### config.mk
export PLATFORM = sky130hd
export DESIGN_NAME = range_img_streamer_flat
export DESIGN_NICKNAME = d
export VERILOG_FILES = /design/src/rtl/fcc_pkg.sv /design/src/rtl/range_img_streamer_if.sv /design/src/rtl/rimg_scan_ctr.sv /design/src/rtl/range_img_streamer.sv /design/src/flat_wrapper.sv
export SDC_FILE = /design/constraint.sdc
export NUM_CORES = 1
export LEC_CHECK = 0
export CORE_ASPECT_RATIO = 2
export CORE_UTILIZATION = 49
export CTS_BUF_LIST = sky130_fd_sc_hd__clkbuf_4 sky130_fd_sc_hd__clkbuf_8
export CTS_CLUSTER_DIAMETER = 60
export DETAILED_ROUTE_END_ITERATION = 10
export PLACE_DENSITY = 0.92
export RECOVER_POWER = 100
export SLEW_MARGIN = 20
export SYNTH_ARGS = -nofsm -noshare
export SYNTH_HDL_FRONTEND = slang
export SYNTH_SLANG_ARGS = --single-unit
export TNS_END_PERCENT = 20
### constraint.sdc
create_clock -name clk -period 3.1 [get_ports clk]
set_clock_uncertainty 0.05 [all_clocks]
set_input_delay 0.62 -clock clk [delete_from_list [all_inputs] [get_ports clk]]
set_output_delay 0.62 -clock clk [all_outputs]
set_load 0.03 [all_outputs]
### src/rtl/fcc_pkg.sv
// fcc_pkg: shared widths, image geometry and scan FSM encoding
// for range_img_streamer and its window counter.
package fcc_pkg;

  localparam int W     = 16;
  localparam int ROWS  = 64;
  localparam int COLS  = 900;
  localparam int ROW_W = 8;
  localparam int COL_W = 10;
  localparam int CNT_W = 16;

  typedef enum logic [2:0] {
    S_IDLE = 3'd0,
    S_RD   = 3'd1,
    S_CHK  = 3'd2,
    S_EMIT = 3'd3,
    S_FIN  = 3'd4
  } state_t;

endpackage

### src/rtl/range_img_streamer_if.sv
// range_img_streamer_if: valid/ready point stream (row, col, x/y/z,
// ground flag). master = producer, slave = consumer.
interface range_img_streamer_if
  import fcc_pkg::*;
#(
  parameter int W     = fcc_pkg::W,
  parameter int ROW_W = fcc_pkg::ROW_W,
  parameter int COL_W = fcc_pkg::COL_W
);

  logic                valid;
  logic                ready;
  logic [ROW_W-1:0]    row;
  logic [COL_W-1:0]    col;
  logic signed [W-1:0] x;
  logic signed [W-1:0] y;
  logic signed [W-1:0] z;
  logic                is_ground;

  modport master (
    output valid, row, col, x, y, z, is_ground,
    input  ready
  );

  modport slave (
    input  valid, row, col, x, y, z, is_ground,
    output ready
  );

endinterface

### src/rtl/rimg_scan_ctr.sv
// rimg_scan_ctr: row-major window walker. load captures the window and
// starts at (row0,col0); adv steps; last flags the final (row1,col1) cell.
module rimg_scan_ctr
  import fcc_pkg::*;
#(
  parameter int ROW_W = fcc_pkg::ROW_W,
  parameter int COL_W = fcc_pkg::COL_W
) (
  input  logic             clk,
  input  logic             rst,
  input  logic             load,
  input  logic             adv,
  input  logic [ROW_W-1:0] row0,
  input  logic [ROW_W-1:0] row1,
  input  logic [COL_W-1:0] col0,
  input  logic [COL_W-1:0] col1,
  output logic [ROW_W-1:0] row,
  output logic [COL_W-1:0] col,
  output logic             last
);

  logic [ROW_W-1:0] row1_q;
  logic [COL_W-1:0] col0_q;
  logic [COL_W-1:0] col1_q;

  always_ff @(posedge clk or negedge rst) begin
    if (!rst) begin
      row    <= '0;
      col    <= '0;
      row1_q <= '0;
      col0_q <= '0;
      col1_q <= '0;
    end else if (load) begin
      row    <= row0;
      col    <= col0;
      row1_q <= row1;
      col0_q <= col0;
      col1_q <= col1;
    end else if (adv) begin
      if (col == col1_q) begin
        col <= col0_q;
        row <= row + ROW_W'(1);
      end else begin
        col <= col + COL_W'(1);
      end
    end
  end

  assign last = (row == row1_q) && (col == col1_q);

endmodule

### src/rtl/range_img_streamer.sv
// range_img_streamer: scans a row/col window of a range image memory,
// drops all-zero points and streams the rest over out_if (master).
// Ports: clk, rst (async, active-low), start + cfg_* window/cap/ground,
// busy/done/err/sent_cnt status, mem_rd_* one-cycle read port, out_if.
// Build option GROUND_FLAG_EN: out_is_ground = (out_z <= cfg_ground_z).
module range_img_streamer
  import fcc_pkg::*;
#(
  parameter int W     = fcc_pkg::W,
  parameter int ROWS  = fcc_pkg::ROWS,
  parameter int COLS  = fcc_pkg::COLS,
  parameter int ROW_W = fcc_pkg::ROW_W,
  parameter int COL_W = fcc_pkg::COL_W,
  parameter int CNT_W = fcc_pkg::CNT_W
) (
  input  logic                clk,
  input  logic                rst,
  input  logic                start,
  input  logic [ROW_W-1:0]    cfg_row0,
  input  logic [ROW_W-1:0]    cfg_row1,
  input  logic [COL_W-1:0]    cfg_col0,
  input  logic [COL_W-1:0]    cfg_col1,
  input  logic [CNT_W-1:0]    cfg_max_pts,
  input  logic signed [W-1:0] cfg_ground_z,
  output logic                busy,
  output logic                done,
  output logic                err,
  output logic [CNT_W-1:0]    sent_cnt,
  output logic                mem_rd_en,
  output logic [ROW_W-1:0]    mem_rd_row,
  output logic [COL_W-1:0]    mem_rd_col,
  input  logic signed [W-1:0] mem_rd_x,
  input  logic signed [W-1:0] mem_rd_y,
  input  logic signed [W-1:0] mem_rd_z,
  range_img_streamer_if.master out_if
);

  state_t state;
  state_t state_nx;

  logic                accept;
  logic                win_bad;
  logic                go_rd;
  logic                pt_zero;
  logic                xfer;
  logic                cap_hit;
  logic                last;
  logic                adv;
  logic [CNT_W-1:0]    max_q;

  logic [ROW_W-1:0]    row_q;
  logic [COL_W-1:0]    col_q;
  logic signed [W-1:0] x_q;
  logic signed [W-1:0] y_q;
  logic signed [W-1:0] z_q;

  assign accept  = (state == S_IDLE) && start;
  assign win_bad = (cfg_row0 > cfg_row1) ||
                   (cfg_col0 > cfg_col1) ||
                   (int'(cfg_row1) >= ROWS) ||
                   (int'(cfg_col1) >= COLS);
  assign go_rd   = accept && !win_bad && (cfg_max_pts != '0);
  assign pt_zero = (mem_rd_x == '0) &&
                   (mem_rd_y == '0) &&
                   (mem_rd_z == '0);
  assign xfer    = (state == S_EMIT) && out_if.ready;
  // the transfer in flight is the one that reaches the cap
  assign cap_hit = (sent_cnt + CNT_W'(1)) == max_q;
  assign adv     = ((state == S_CHK) && pt_zero && !last) ||
                   (xfer && !cap_hit && !last);

  rimg_scan_ctr #(
    .ROW_W (ROW_W),
    .COL_W (COL_W)
  ) u_ctr (
    .clk  (clk),
    .rst  (rst),
    .load (go_rd),
    .adv  (adv),
    .row0 (cfg_row0),
    .row1 (cfg_row1),
    .col0 (cfg_col0),
    .col1 (cfg_col1),
    .row  (mem_rd_row),
    .col  (mem_rd_col),
    .last (last)
  );

  always_ff @(posedge clk or negedge rst) begin
    if (!rst) state <= S_IDLE;
    else      state <= state_nx;
  end

  always_comb begin
    state_nx = state;
    unique case (state)
      S_IDLE: begin
        if (accept) state_nx = go_rd ? S_RD : S_FIN;
      end
      S_RD: state_nx = S_CHK;
      S_CHK: begin
        if (!pt_zero)  state_nx = S_EMIT;
        else if (last) state_nx = S_FIN;
        else           state_nx = S_RD;
      end
      S_EMIT: begin
        if (xfer) state_nx = (cap_hit || last) ? S_FIN : S_RD;
      end
      S_FIN:   state_nx = S_IDLE;
      default: state_nx = S_IDLE;
    endcase
  end

  always_comb begin
    busy         = 1'b0;
    done         = 1'b0;
    mem_rd_en    = 1'b0;
    out_if.valid = 1'b0;
    unique case (1'b1)
      state == S_RD: begin
        busy      = 1'b1;
        mem_rd_en = 1'b1;
      end
      state == S_CHK: busy = 1'b1;
      state == S_EMIT: begin
        busy         = 1'b1;
        out_if.valid = 1'b1;
      end
      state == S_FIN: done = 1'b1;
      default: ;
    endcase
  end

  always_ff @(posedge clk or negedge rst) begin
    if (!rst) begin
      err      <= 1'b0;
      sent_cnt <= '0;
      max_q    <= '0;
      row_q    <= '0;
      col_q    <= '0;
      x_q      <= '0;
      y_q      <= '0;
      z_q      <= '0;
    end else begin
      if (accept) begin
        err      <= win_bad;
        sent_cnt <= '0;
        max_q    <= cfg_max_pts;
      end
      if ((state == S_CHK) && !pt_zero) begin
        row_q <= mem_rd_row;
        col_q <= mem_rd_col;
        x_q   <= mem_rd_x;
        y_q   <= mem_rd_y;
        z_q   <= mem_rd_z;
      end
      if (xfer) sent_cnt <= sent_cnt + CNT_W'(1);
    end
  end

`ifdef GROUND_FLAG_EN
  logic signed [W-1:0] gz_q;
  logic                gnd_q;

  always_ff @(posedge clk or negedge rst) begin
    if (!rst) begin
      gz_q  <= '0;
      gnd_q <= 1'b0;
    end else begin
      if (accept) gz_q <= cfg_ground_z;
      if ((state == S_CHK) && !pt_zero)
        gnd_q <= (mem_rd_z <= gz_q);
    end
  end

  assign out_if.is_ground = gnd_q;
`else
  logic unused_gz;

  assign unused_gz        = ^cfg_ground_z;
  assign out_if.is_ground = 1'b0;
`endif

  assign out_if.row = row_q;
  assign out_if.col = col_q;
  assign out_if.x   = x_q;
  assign out_if.y   = y_q;
  assign out_if.z   = z_q;

endmodule

### src/flat_wrapper.sv
// flat-port wrapper written by rule: the top's interface ports become plain ports
module range_img_streamer_flat import fcc_pkg::*;
#(
  parameter int W     = fcc_pkg::W,
  parameter int ROWS  = fcc_pkg::ROWS,
  parameter int COLS  = fcc_pkg::COLS,
  parameter int ROW_W = fcc_pkg::ROW_W,
  parameter int COL_W = fcc_pkg::COL_W,
  parameter int CNT_W = fcc_pkg::CNT_W
)
  (clk, rst, start, cfg_row0, cfg_row1, cfg_col0, cfg_col1, cfg_max_pts, cfg_ground_z, busy, done, err, sent_cnt, mem_rd_en, mem_rd_row, mem_rd_col, mem_rd_x, mem_rd_y, mem_rd_z, out_if_valid, out_if_row, out_if_col, out_if_x, out_if_y, out_if_z, out_if_is_ground, out_if_ready);
  range_img_streamer_if #(.W(W), .ROW_W(ROW_W), .COL_W(COL_W)) out_if_i ();
  input  logic clk;
  input  logic rst;
  input  logic start;
  input  logic [ROW_W-1:0] cfg_row0;
  input  logic [ROW_W-1:0] cfg_row1;
  input  logic [COL_W-1:0] cfg_col0;
  input  logic [COL_W-1:0] cfg_col1;
  input  logic [CNT_W-1:0] cfg_max_pts;
  input  logic signed [W-1:0] cfg_ground_z;
  output logic busy;
  output logic done;
  output logic err;
  output logic [CNT_W-1:0] sent_cnt;
  output logic mem_rd_en;
  output logic [ROW_W-1:0] mem_rd_row;
  output logic [COL_W-1:0] mem_rd_col;
  input  logic signed [W-1:0] mem_rd_x;
  input  logic signed [W-1:0] mem_rd_y;
  input  logic signed [W-1:0] mem_rd_z;
  output wire logic [$bits(out_if_i.valid)-1:0] out_if_valid;
  output wire logic [$bits(out_if_i.row)-1:0] out_if_row;
  output wire logic [$bits(out_if_i.col)-1:0] out_if_col;
  output wire logic [$bits(out_if_i.x)-1:0] out_if_x;
  output wire logic [$bits(out_if_i.y)-1:0] out_if_y;
  output wire logic [$bits(out_if_i.z)-1:0] out_if_z;
  output wire logic [$bits(out_if_i.is_ground)-1:0] out_if_is_ground;
  input wire logic [$bits(out_if_i.ready)-1:0] out_if_ready;
  assign out_if_valid = out_if_i.valid;
  assign out_if_row = out_if_i.row;
  assign out_if_col = out_if_i.col;
  assign out_if_x = out_if_i.x;
  assign out_if_y = out_if_i.y;
  assign out_if_z = out_if_i.z;
  assign out_if_is_ground = out_if_i.is_ground;
  assign out_if_i.ready = out_if_ready;
  range_img_streamer #(.W(W), .ROWS(ROWS), .COLS(COLS), .ROW_W(ROW_W), .COL_W(COL_W), .CNT_W(CNT_W)) u_core (.clk(clk), .rst(rst), .start(start), .cfg_row0(cfg_row0), .cfg_row1(cfg_row1), .cfg_col0(cfg_col0), .cfg_col1(cfg_col1), .cfg_max_pts(cfg_max_pts), .cfg_ground_z(cfg_ground_z), .busy(busy), .done(done), .err(err), .sent_cnt(sent_cnt), .mem_rd_en(mem_rd_en), .mem_rd_row(mem_rd_row), .mem_rd_col(mem_rd_col), .mem_rd_x(mem_rd_x), .mem_rd_y(mem_rd_y), .mem_rd_z(mem_rd_z), .out_if(out_if_i));
endmodule
==> results.json <==
{
  "status": "complete, but fails checks",
  "violations": "capacitance limit, slew limit",
  "finalHoldViolCount": 0,
  "first_iter_violations": 372,
  "clk_pin_slew_ns": 0.07,
  "cpPeakStageDelay_ns": 0.59,
  "grt_pass1_wl_mm": 35.24,
  "worst_pin_slew_ns": 2.303,
  "grt_pass1_vias": 7176,
  "antenna_found_initial": 0,
  "synth-simple-area-share_pct": 13.97,
  "hold_ws_ns": 0.4342,
  "drc_errors": 0,
  "vias": 6840,
  "synthCells": 697,
  "ys_ff_latch": 148,
  "synth_top_area_share_pct": 48.78,
  "cap_violations": 1,
  "synth_commonest_cells": "148 x dfrtp_1, 89 x mux2_2, 47 x nand2_1",
  "synth_compound_area_share_pct": 10.66,
  "synth_fp_nets": 838,
  "post-route-period-util_pct": 98.82,
  "min_period_ns": 3.063,
  "die_w_um": 90.02,
  "synth_ff_type": "dfrtp_1",
  "yosysWarningCount": 0,
  "viasPerCell": 5.797,
  "hold_class": "in2reg",
  "slew_violations": 41,
  "cp_common_cell": "buf_6",
  "crit_buf_inv": 4,
  "core_area_mm2": 0.01521,
  "p_per_area_mw_per_mm2": 911.0,
  "post-dp-hpwl_mm": 16.71,
  "final_antenna_net_count": 0,
  "power_uw": 10070,
  "wl_met3_um": 903,
  "yosysSeqAreaShare_pct": 48.78,
  "worstPathMaxFanout": 4,
  "route.detailed.wl_per_inst_um": 19.01,
  "peakVddDrop_uv": 507.9,
  "num_rows": 64,
  "met1_length_mm": 7.908,
  "met2_length_mm": 12.17,
  "layout-drive-gt1-share_pct": 23.93,
  "grt_max_degree": 61,
  "first_pass_iters": 5,
  "synth_adder_area_share_pct": 3.461,
  "clockBufferDepth": 2,
  "synth_edf_count": 0,
  "setup_viol": 0,
  "muxShareOfSynthArea_pct": 14.52,
  "dieArea_mm2": 0.01603,
  "synthTopCellsByArea": "dfrtp_1 49%, mux2_2 13%, ha_1 3.5%",
  "routed_wl_mm": 22.44,
  "cts.sinks": 148,
  "io_buffers": 208,
  "post-route-util_pct": 72.65,
  "nets": 1113,
  "yosysTopAreaCell": "dfrtp_1",
  "worstPathCellList": "clkdlybuf4s50_1 > nor4_2 > nand4_1 > or4b_4 > buf_4 > a21o_1 > buf_6 > nor3_4 > buf_6 > mux2i_2 > a21oi_1",
  "worstSkewPairLatency_ns": 0.45,
  "synth_xor_xnor_area_share_pct": 5.307,
  "grt.overflow.total": 0,
  "cp_top_family": "simple AND/OR/NAND/NOR gates",
  "start_kind": "primary input",
  "cts_buffers": 17,
  "htree_levels": 4,
  "fmax_ghz": 0.3264,
  "syn2layout_area_growth_pct": 45.58,
  "p_leak_uw": 0.005047,
  "syn_area_per_cell_um2": 10.89,
  "gp_congestion": 0.8595,
  "setup.worst_path.end_class": "flop",
  "start_util_pct": 49.90,
  "netlist_area_mm2": 0.007592,
  "postSynth.asyncResetShare_pct": 100.0,
  "die_y_um": 178.0,
  "ys_types": 58,
  "routed.top_layer": "met4",
  "grt_usage_pct": 28.25,
  "cts_tree": "done",
  "worstPathRequired_ns": 3.37,
  "synth_top_family_by_area": "multiplexers",
  "path_class": "in2reg",
  "crit_arrival_ns": 3.33,
  "ios": 226,
  "diodes": 0,
  "cts_root_buf": "clkbuf_8",
  "synth.most_common_cell": "dfrtp_1",
  "slew_headroom_pct": -53.56,
  "cp_slowest_cell": "or4b_4"
}
-- routing by layer --
metal	vias up	GRT usage (%)
met5	-	0
li1	3070	-
met3	98	5.499
met4	0	20.43
met2	295	51.27
met1	3377	28.65
-- what timing repair did --
item | 4_1_cts | 5_1_grt
pin swaps | 0 | 11
resized for setup | 4 | 33
hold buffers | 0 | 0
endpoints found under the setup margin | 7 | 40
setup buffers | 0 | 1
-- registers in the layout, indices dropped and copies added, names as in the netlist --
| signal | count |
|---|---|
| u_core.err | 1 |
| u_core.out_if.col | 10 |
| u_core.u_ctr.row | 8 |
| u_core.u_ctr.col | 10 |
| u_core.out_if.x | 16 |
| u_core.u_ctr.col0_q | 10 |
| u_core.u_ctr.col1_q | 10 |
| u_core.max_q | 16 |
| u_core.out_if.z | 16 |
| u_core.sent_cnt | 16 |
| u_core.u_ctr.row1_q | 8 |
| u_core.out_if.y | 16 |
| u_core.out_if.row | 8 |
| u_core.state | 3 |
-- report_power, final --
part | switching [uW] | leakage (uW) | internal [uW]
clock network | 714 | 0.000205 | 902
registers | 658 | 0.00185 | 2760
logic | 2760 | 0.00300 | 2280
total | 4130 | 0.00505 | 5940
-- cell families after synthesis --
logic type | Yosys count
AO/OA/AOI/OAI | 127
XOR/XNOR | 46
adder cells (fa/ha/maj) | 21
buffers and inverters | 62
flip-flops | 148
multiplexers | 98
other | 1
AND/OR/NAND/NOR | 194
-- stage by stage --
| step | setup WS [ns] | std cells | TNS, ns | cell area, um2 |
|---|---|---|---|---|
| after floorplan | 0.2419 | 697 | 0 | 7592 |
| final | 0.03669 | 1180 | 0 | 11050 |
| after detailed placement | -0.5631 | 1150 | -19.17 | 10500 |
| after global placement | -0.5504 | 1150 | -18.51 | 10500 |
| after global routing | -0.04588 | 1180 | -0.3776 | 11050 |
| after CTS | 0.01524 | 1179 | 0 | 10940 |
-- final timing paths --
kind / start / slack [ns] / endpoint / cells after the start
worst max-delay path: mem_rd_x[0] / 0.04 / u_core.u_ctr.row[1] / 11
worst min-delay path: mem_rd_y[14] / 0.43 / u_core.out_if.y[14] / 2
worst max register to register: u_core.sent_cnt[1] / 0.11 / u_core.u_ctr.row[7] / 11
worst min register to register: u_core.u_ctr.col0_q[2] / 0.44 / u_core.u_ctr.col0_q[2] / 1
max in group asynchronous: rst / 0.54 / u_core.sent_cnt[2] / 2
min in group asynchronous: rst / 0.81 / u_core.u_ctr.row1_q[1] / 1
-- final cells by class --
class / count / area (um2)
repair buffers: 292 / 2806
fillers: 1001 / 4161
flip-flops and latches: 148 / 3706
multi-input cells: 487 / 3776
clock inverters: 10 / 157.7
well taps: 198 / 247.7
clock buffers: 19 / 261.5
inverters: 26 / 97.59
-- cells in the final DEF, fill, tap and decap left out, types with 8 or more instances in the layout --
cell type	synthesis	routed
nand3_1	14	13
buf_4	2	71
nand4_1	14	14
xnor2_1	28	28
ha_1	21	20
clkbuf_8	0	19
nor2_1	37	36
o31ai_1	8	8
nor4_2	3	10
nand2_1	47	47
o21ai_0	44	44
nor3_1	9	8
dlygate4sd3_1	0	88
a21oi_1	26	26
xor2_1	18	18
a21o_1	13	13
mux2_2	89	89
inv_1	26	26
clkdlybuf4s50_1	0	109
nor4_1	22	13
and2_1	9	9
dfrtp_1	148	146
dlymetal6s2s_1	0	10
Power figures use the tool's default switching activity.
